--- config.mk ---
export PLATFORM = sky130hd
export DESIGN_NAME = aes_state_io
export DESIGN_NICKNAME = d
export VERILOG_FILES = /design/src/rtl/aes_state_io.sv
export SDC_FILE = /design/constraint.sdc
export NUM_CORES = 1
export LEC_CHECK = 0
export BUFFER_PORTS_ARGS = -buffer_cell sky130_fd_sc_hd__buf_2
export CORE_MARGIN = 2
export CORE_UTILIZATION = 30
export DETAILED_ROUTE_END_ITERATION = 8
export PLACE_DENSITY_LB_ADDON = 0.1
export SETUP_SLACK_MARGIN = 0.02
export SYNTH_ARGS = -nofsm -noshare
export SYNTH_HDL_FRONTEND = slang
export SYNTH_SLANG_ARGS = --single-unit
--- constraint.sdc ---
create_clock -name clk -period 2.7 [get_ports clk]
set_clock_uncertainty 0.05 [all_clocks]
set_input_delay 0.405 -clock clk [delete_from_list [all_inputs] [get_ports clk]]
set_output_delay 0.405 -clock clk [all_outputs]
set_load 0.005 [all_outputs]
--- src/rtl/aes_state_io.sv ---
// Column-wise loader/unloader for the AES 4x4 state matrix: accepts a 128-bit block,
// writes it as four columns, hands off to the round core, then reads four columns back.
module aes_state_io #(
    parameter int TIMEOUT_CYCLES = 0
) (
    input  logic         clk,
    input  logic         reset_n,
    input  logic         in_valid,
    output logic         in_ready,
    input  logic [127:0] in_block,
    output logic [31:0]  mat_col_in,
    output logic [1:0]   mat_input_idx,
    output logic         mat_input_row_col,
    output logic         mat_write_enable,
    output logic [1:0]   mat_output_idx,
    output logic         mat_output_row_col,
    input  logic [31:0]  mat_out,
    output logic         proc_start,
    input  logic         proc_done,
    output logic         out_valid,
    input  logic         out_ready,
    output logic [127:0] out_block,
    output logic         err
);

    typedef enum logic [2:0] {
        IDLE,
        LOAD,
        PROC,
        UNLOAD,
        HOLD
    } state_t;

    localparam int TW = (TIMEOUT_CYCLES > 1) ? $clog2(TIMEOUT_CYCLES + 1) : 1;

    state_t         state_q, state_d;
    logic [1:0]     k_q, k_d;
    logic [127:0]   blk_q;
    logic [127:0]   out_q;
    logic           err_q;
    logic           first_q;
    logic [TW-1:0]  tcnt_q;

    logic           accept;
    logic           capture;
    logic           timeout;
    logic           expire;

    // The matrix port always works in column mode.
    assign mat_input_row_col  = 1'b1;
    assign mat_output_row_col = 1'b1;
    assign out_block          = out_q;
    assign err                = err_q;

    assign expire = (TIMEOUT_CYCLES > 0) && (tcnt_q == TW'(TIMEOUT_CYCLES - 1));

    always_comb begin
        // NOTE: every combinational output gets a default first so no latch is inferred.
        state_d          = state_q;
        k_d              = k_q;
        in_ready         = 1'b0;
        mat_write_enable = 1'b0;
        mat_input_idx    = 2'd0;
        mat_col_in       = 32'd0;
        mat_output_idx   = 2'd0;
        proc_start       = 1'b0;
        out_valid        = 1'b0;
        accept           = 1'b0;
        capture          = 1'b0;
        timeout          = 1'b0;

        unique case (state_q)
            IDLE: begin
                in_ready = 1'b1;
                if (in_valid) begin
                    accept  = 1'b1;
                    k_d     = 2'd0;
                    state_d = LOAD;
                end
            end
            LOAD: begin
                mat_write_enable = 1'b1;
                mat_input_idx    = k_q;
                mat_col_in       = 32'(blk_q >> (7'd96 - {k_q, 5'd0}));
                k_d              = k_q + 2'd1;
                if (k_q == 2'd3) state_d = PROC;
            end
            PROC: begin
                proc_start = first_q;
                // proc_done is masked on the start cycle; it may be stale from the last run.
                if (!first_q) begin
                    if (proc_done) begin
                        k_d     = 2'd0;
                        state_d = UNLOAD;
                    end else if (expire) begin
                        timeout = 1'b1;
                        state_d = IDLE;
                    end
                end
            end
            UNLOAD: begin
                mat_output_idx = k_q;
                capture        = 1'b1;
                k_d            = k_q + 2'd1;
                if (k_q == 2'd3) state_d = HOLD;
            end
            HOLD: begin
                out_valid = 1'b1;
                if (out_ready) state_d = IDLE;
            end
            default: state_d = IDLE;
        endcase
    end

    always_ff @(posedge clk or negedge reset_n) begin
        if (!reset_n) begin
            state_q <= IDLE;
            k_q     <= 2'd0;
            blk_q   <= '0;
            out_q   <= '0;
            err_q   <= 1'b0;
            first_q <= 1'b0;
            tcnt_q  <= '0;
        end else begin
            // NOTE: sequential state uses non-blocking assignments so all registers update together.
            state_q <= state_d;
            k_q     <= k_d;
            first_q <= (state_d == PROC) && (state_q != PROC);

            if (accept) blk_q <= in_block;

            if (accept)       err_q <= 1'b0;
            else if (timeout) err_q <= 1'b1;

            if (state_q != PROC || first_q)  tcnt_q <= '0;
            else if (TIMEOUT_CYCLES > 0)     tcnt_q <= tcnt_q + 1'b1;

            if (capture) begin
                unique case (k_q)
                    2'd0: out_q[127:96] <= mat_out;
                    2'd1: out_q[95:64]  <= mat_out;
                    2'd2: out_q[63:32]  <= mat_out;
                    2'd3: out_q[31:0]   <= mat_out;
                    default: ;
                endcase
            end
        end
    end

endmodule

---- Yosys cells after proc, flatten, opt, wreduce, memory -nomap -nowiden ----
Cells that the tools add are included.
storage, ports and cells
  flip-flop bits (word level) ............. 263
  latch bits .............................. 0
  memory bits (writable) .................. 0
  bits in read-only memories .............. 0
  bits of input ports ..................... 165
  output and inout bits ................... 171
  memories kept ........................... 0
cells by class
  add/sub/neg operators ................... 2
  $mul .................................... 0
  div/mod/pow operators ................... 0
  $lt $le $gt $ge ......................... 0
  equal/unequal tests ..................... 12
  shift operators ......................... 1
  mux-type cells .......................... 22
  bitwise gates (word level) .............. 0
  reduce and logical (&&, ||, !) cells .... 10
operator list
  cell                                            count
  right shift 128 x 7 -> 32 bit                   1
  2-to-1 mux 32 bit                               1
  2-to-1 mux 3 bit                                6
  case mux 3 bit (5 select lines)                 1
  2-to-1 mux 2 bit                                5
  == test 3 x 2 -> 1 bit (second input constant)  3
  2-to-1 mux 1 bit                                8
  AND reduction 2 bit                             4
  subtractor 7 bit (first input constant)         1
  != test 2 bit (second input constant)           3
  case mux 2 bit (3 select lines)                 1
  == test 2 bit (second input constant)           2
  AND reduction 4 bit                             1
  == test 3 x 1 -> 1 bit (second input constant)  1
  == test 3 bit (second input constant)           1
  logical NOT 3 bit                               1
  != test 3 x 2 -> 1 bit (second input constant)  1
  nonzero test 3 bit                              1
  adder 2 x 1 -> 2 bit (second input constant)    1
  == test 2 x 1 -> 1 bit (second input constant)  1
  logical NOT 2 bit                               1
  OR reduction 2 bit                              1
  logical AND 1 bit                               1

---- Longest topological paths before layout ----
  depth in word-level cells ............... 5
  mapped depth ............................ 7
  depth with buffers taken out ............ 4

---- Worst setup path after synthesis ----
Ideal clock, no wire load.
  path kind ............................... register to register
  from .................................... register k_q[0]
  to ...................................... register out_q[50], in the netlist out_block[50]
  setup time .............................. 0.125 ns
  data arrival time ....................... 1.806 ns
  setup slack ............................. 0.719 ns
  cell stages (with the launch flop) ...... 8
  buffers on the path ..................... 3
  cells stage by stage .................... dfrtp_1 buf_2 clkbuf_1 inv_1 ha_1 nand3_2 buf_2 mux2_2
between the ends
  word-level cells in the longest chain between the ends .. 2
RTL lines
  what                           RTL line  RTL
  start: declaration             37        logic [1:0] k_q, k_d;
  start signal: assignment       127       k_q <= k_d;
  == test 2 bit                  139       unique case (k_q)
  AND reduction 2 bit (no line)  --
  end signal: assignment         142       2'd2: out_q[63:32] <= mat_out;
  end: declaration               39        logic [127:0] out_q;
Every way passes these cells.
A chain may end at the register's enable or synchronous reset.

---- Worst setup path in the final report ----
  from .................................... register state_q[1]
  to ...................................... output mat_col_in[23]
between the ends
  word-level cells in the longest chain between the ends .. 2
RTL lines
  what                      RTL line  RTL
  start: declaration        36        state_t state_q, state_d;
  start signal: assignment  126       state_q <= state_d;
  == test 3 x 1 -> 1 bit    72        unique case (state_q)
  2-to-1 mux 32 bit         72
  end: declaration          11        output logic [31:0] mat_col_in,
Every way passes these cells.

==> tab_implementation.tex <==
\begin{tabular}{lr}
\hline
Metric & Value \\
\hline
\multicolumn{2}{l}{\textbf{Floorplan}} \\
\quad Rows & 70 \\
\quad Die X-Extent & between 150 and 200 um \\
\quad Area of the die & slightly below 0.04 mm2 \\
\quad Starting density of the core & 30.41\% \\
\quad Vertical die dimension & 196.4 um \\
\quad IO Count & approximately 340 \\
\quad Core region area & 0.03652 mm2 \\
\multicolumn{2}{l}{\textbf{Drt}} \\
\quad Post-detailed-routing wire length & 30.51 mm \\
\quad Detail-routed net length per standard cell & 18.27 um \\
\quad Drt first-iter violations & 145 \\
\quad DRC & 0 \\
\quad Drt via density & around 4.5 \\
\quad Number of vias in the routed layout & 7,485 \\
\quad TritonRoute pass-1 iters & 4 \\
\quad Antenna Nets Post-Route & 0 \\
\multicolumn{2}{l}{\textbf{Cells and area}} \\
\quad Fraction of final layout cells sized beyond drive strength 1 & 40.77\% \\
\quad Layout-stage area growth over the synthesis result & 41.55\% \\
\quad Net total in the final layout & 1,348 \\
\quad Fillers & roughly 3,500 \\
\quad Number of diodes & 0 \\
\quad Finished Core Util & 43.05\% \\
\multicolumn{2}{l}{\textbf{GRT}} \\
\quad First-pass GRT wire length & 47.07 mm \\
\quad Maximum number of pins on one net before global-route repair & 60 \\
\quad Via count of the first global-routing pass & 8,034 \\
\quad GRT overflow & 0 \\
\quad GR Util All Layers & 15.65\% \\
\quad Number of antenna violations at the first check in global routing & 0 \\
\multicolumn{2}{l}{\textbf{Timing}} \\
\quad Max-slew violation count & 0 \\
\quad Hold violation count in the final report & 0 \\
\quad Aggregate negative setup slack & 0 ns \\
\quad Unrepaired setup endpoints after global routing & no \\
\quad Maximum clock rate & 0.3928 GHz \\
\quad Part of the cycle the worst path needs & 94.28\% \\
\quad Final setup vio count & 0 \\
\quad Post-route minimum period & between 2 and 3 ns \\
\quad Post-Route Hold Slack & 0.03517 ns \\
\multicolumn{2}{l}{\textbf{Setup path}} \\
\quad CP Capture Type & output port \\
\quad Required time at the endpoint of the critical path & between 2 and 2.5 ns \\
\quad Cell family with most CP delay & simple AND/OR/NAND/NOR gates \\
\quad Worst EP arrival & 2.09 ns \\
\quad CP max FO & 16 \\
\quad Slowest stage cell on the critical path & or4\_4 \\
\quad Critical Path Source Type & register \\
\quad Slowest stage delay, CP & 0.54 ns \\
\quad Number of cells on the worst reg-to-reg path & 5 \\
\quad Cell Chain, Critical Path & or4\_4 > buf\_12 > o22ai\_2 > buf\_2 \\
\quad Crit Path Class & register to output port \\
\quad Number of stages on the worst setup path & 4 \\
\quad WP buf/inv & 2 \\
\multicolumn{2}{l}{\textbf{Logic synthesis}} \\
\quad Gate count after technology mapping & 704 \\
\quad Count of cell types in the netlist & 31 \\
\quad Top area cells in the synthesized netlist & dfrtp\_1 (59\%), mux2\_1 (23\%), mux2i\_1 (5.8\%) \\
\quad Share of the synthesized netlist area taken by xor and xnor gates & less than 1\% \\
\quad Count of flip-flops with a built-in enable after synthesis & 0 \\
\quad Main combinational cell family by area after synthesis & multiplexers \\
\quad Commonest cells in the netlist & dfrtp\_1 (262), mux2\_1 (225), mux2i\_1 (64), mux2\_2 (31), o22ai\_2 (30) \\
\quad Cell type with the largest total area after synthesis & dfrtp\_1 \\
\quad Post-synthesis async set-or-reset flop share & 100.0\% \\
\quad Most instantiated library cell after synthesis & dfrtp\_1 \\
\quad Post-Synthesis Cell Area & about 0.011 mm2 \\
\quad Mux share of post-synthesis cell area & between 30\% and 40\% \\
\quad Count of state elements after synthesis & 262 \\
\quad Area fraction in compound gates after synthesis & 3.762\% \\
\quad Number of warnings printed during yosys synthesis & 0 \\
\quad Synth top area share & roughly three fifths \\
\quad Average size of a mapped cell & 15.78 um2 \\
\quad Flip-flop cell with the highest count after synthesis & dfrtp\_1 \\
\quad Sequential-to-total area share from yosys stat & 59.02\% \\
\quad Share of synthesized cell area in and, or, nand and nor gates & 1.543\% \\
\quad Post-Synth Adder-Cell Area & less than 1\% \\
\multicolumn{2}{l}{\textbf{Clocking}} \\
\quad Root buffer cell & clkbuf\_16 \\
\quad CTS tree & done \\
\quad Number of buffers between clock root and the deepest sink & 3 \\
\quad Max H-tree Level & 1 \\
\quad Number of buffers inserted during clock tree synthesis & 31 \\
\quad Clock transition at the register clock pins on the worst setup and hold paths after CTS & 0.06 ns \\
\quad Clock latency on the worst-skew pair & 0.55 ns \\
\quad Count of clock tree sinks & 262 \\
\multicolumn{2}{l}{\textbf{Pwr}} \\
\quad Power per cell area & 1144 mW/mm2 \\
\quad Worst vdd rail ir drop & 0.6647 mV \\
\quad Static leakage power & 7.357 nW \\
\multicolumn{2}{l}{\textbf{Run status}} \\
\quad Status & complete, no violations \\
\multicolumn{2}{l}{\textbf{Place}} \\
\quad Final RePlAce weighted congestion & about 0.73 \\
\quad Half-perimeter wire length after detailed placement & between 20 and 25 mm \\
\quad Buffers added on ports & between 300 and 400 \\
\multicolumn{2}{l}{\textbf{Hold path}} \\
\quad Hold Crit Depth & 2 \\
\quad Class of the tightest hold or removal check & input port to register \\
\multicolumn{2}{l}{\textbf{Flow run}} \\
\quad Max Cap Violations & 0 \\
\hline
\end{tabular}
-- state kept, by name, indices dropped and copies added, names as in the netlist --
name / count
first_q: 1
k_q: 2
state_q: 3
blk_q: 128
out_block: 128
-- report_power, final --
part	leakage, nW	total [mW]	internal (mW)	switching, mW
combinational	3.77	6.99	3.71	3.28
clock	0.510	4.09	2.47	1.62
sequential	3.07	6.91	5.97	0.943
-- worst reg2reg max path, cell delays in order (launching register included) --
cell,delay [ns]
dfrtp_2,0.46
buf_4,0.19
nor3_2,0.18
and2_4,0.48
buf_12,0.27
mux2_2,0.39
-- final timing paths --
| path | startpoint | to | slack (ns) |
|---|---|---|---|
| worst max-delay path | state_q[1] | mat_col_in[23] | 0.15 |
| worst min-delay path | in_block[82] | blk_q[82] | 0.04 |
| worst max register to register | state_q[1] | blk_q[86] | 0.58 |
| worst min register to register | blk_q[115] | blk_q[115] | 0.43 |
| max in group asynchronous | reset_n | blk_q[91] | 1.44 |
| min in group asynchronous | reset_n | out_block[69] | 0.31 |
-- through the flow --
step / area, um2 / worst slack, ns / std cells / power (mW)
2_1_floorplan: 11110 / 0.7189 / 705 / 10.97
3_3_place_gp: 13340 / 0.5034 / 1479 / 13.68
3_5_place_dp: 13340 / 0.4595 / 1479 / 13.75
4_1_cts: 15690 / 0.04749 / 1666 / 18.32
5_1_grt: 15720 / 0.04502 / 1670 / 19.24
6_report: 15720 / 0.1544 / 1670 / 17.99
-- routing by layer --
| metal | wire [um] | global-route usage, % |
|---|---|---|
| met1 | 13130 | 19.82 |
| met2 | 14900 | 26.61 |
| met3 | 1790 | 4.090 |
| met4 | 689 | 4.012 |
| met5 | 0 | 0 |
-- kinds of logic after synthesis --
group / after synthesis
AOI/OAI and AO/OA: 37
xor gates and xnor gates: 1
adders and majority gates: 4
buffers and inverters: 53
DFF: 262
muxes: 320
other: 2
and+or+nand+nor: 25
-- cell usage in the layout (no fill, tap or decap), types with 2 or more instances in the layout --
cell type,netlist,final
and3_1,3,3
buf_12,0,14
buf_2,19,331
buf_4,6,17
clkbuf_1,5,6
clkbuf_16,0,31
clkbuf_8,0,14
clkinv_2,0,4
conb_1,2,3
dfrtp_1,262,257
dfrtp_2,0,4
dlygate4sd3_1,0,124
ha_1,4,4
inv_1,6,6
mux2_1,225,225
mux2_2,31,31
mux2i_1,64,64
nand2_1,4,3
nand3_2,4,4
nor2_1,3,3
nor3_1,2,2
o21ai_0,2,2
o22ai_1,2,2
o22ai_2,30,30
or4_4,1,2
-- area by class of cell --
| cell class | instances | area [um2] | area share [%] |
|---|---|---|---|
| tap | 468 | 585.6 | 3.724 |
| timing repair buffer | 487 | 3321 | 21.12 |
| multi-input combinational | 391 | 4210 | 26.78 |
| inverter | 6 | 22.52 | 0.1432 |
| clock inverter | 5 | 28.78 | 0.1830 |
| clock buffer | 51 | 991.0 | 6.302 |
| sequential | 262 | 6565 | 41.75 |
-- repair_timing --
| item | 4_1_cts | 5_1_grt |
|---|---|---|
| pin swaps | 2 | 1 |
| setup endpoints to repair | 33 | 6 |
| gates cloned | 1 | 0 |
| gates resized for setup | 5 | 2 |
| setup buffers | 6 | 4 |
| hold buffers | 124 | 0 |
| endpoints found under the hold margin | 175 | 0 |
Power figures use the tool's default switching activity.
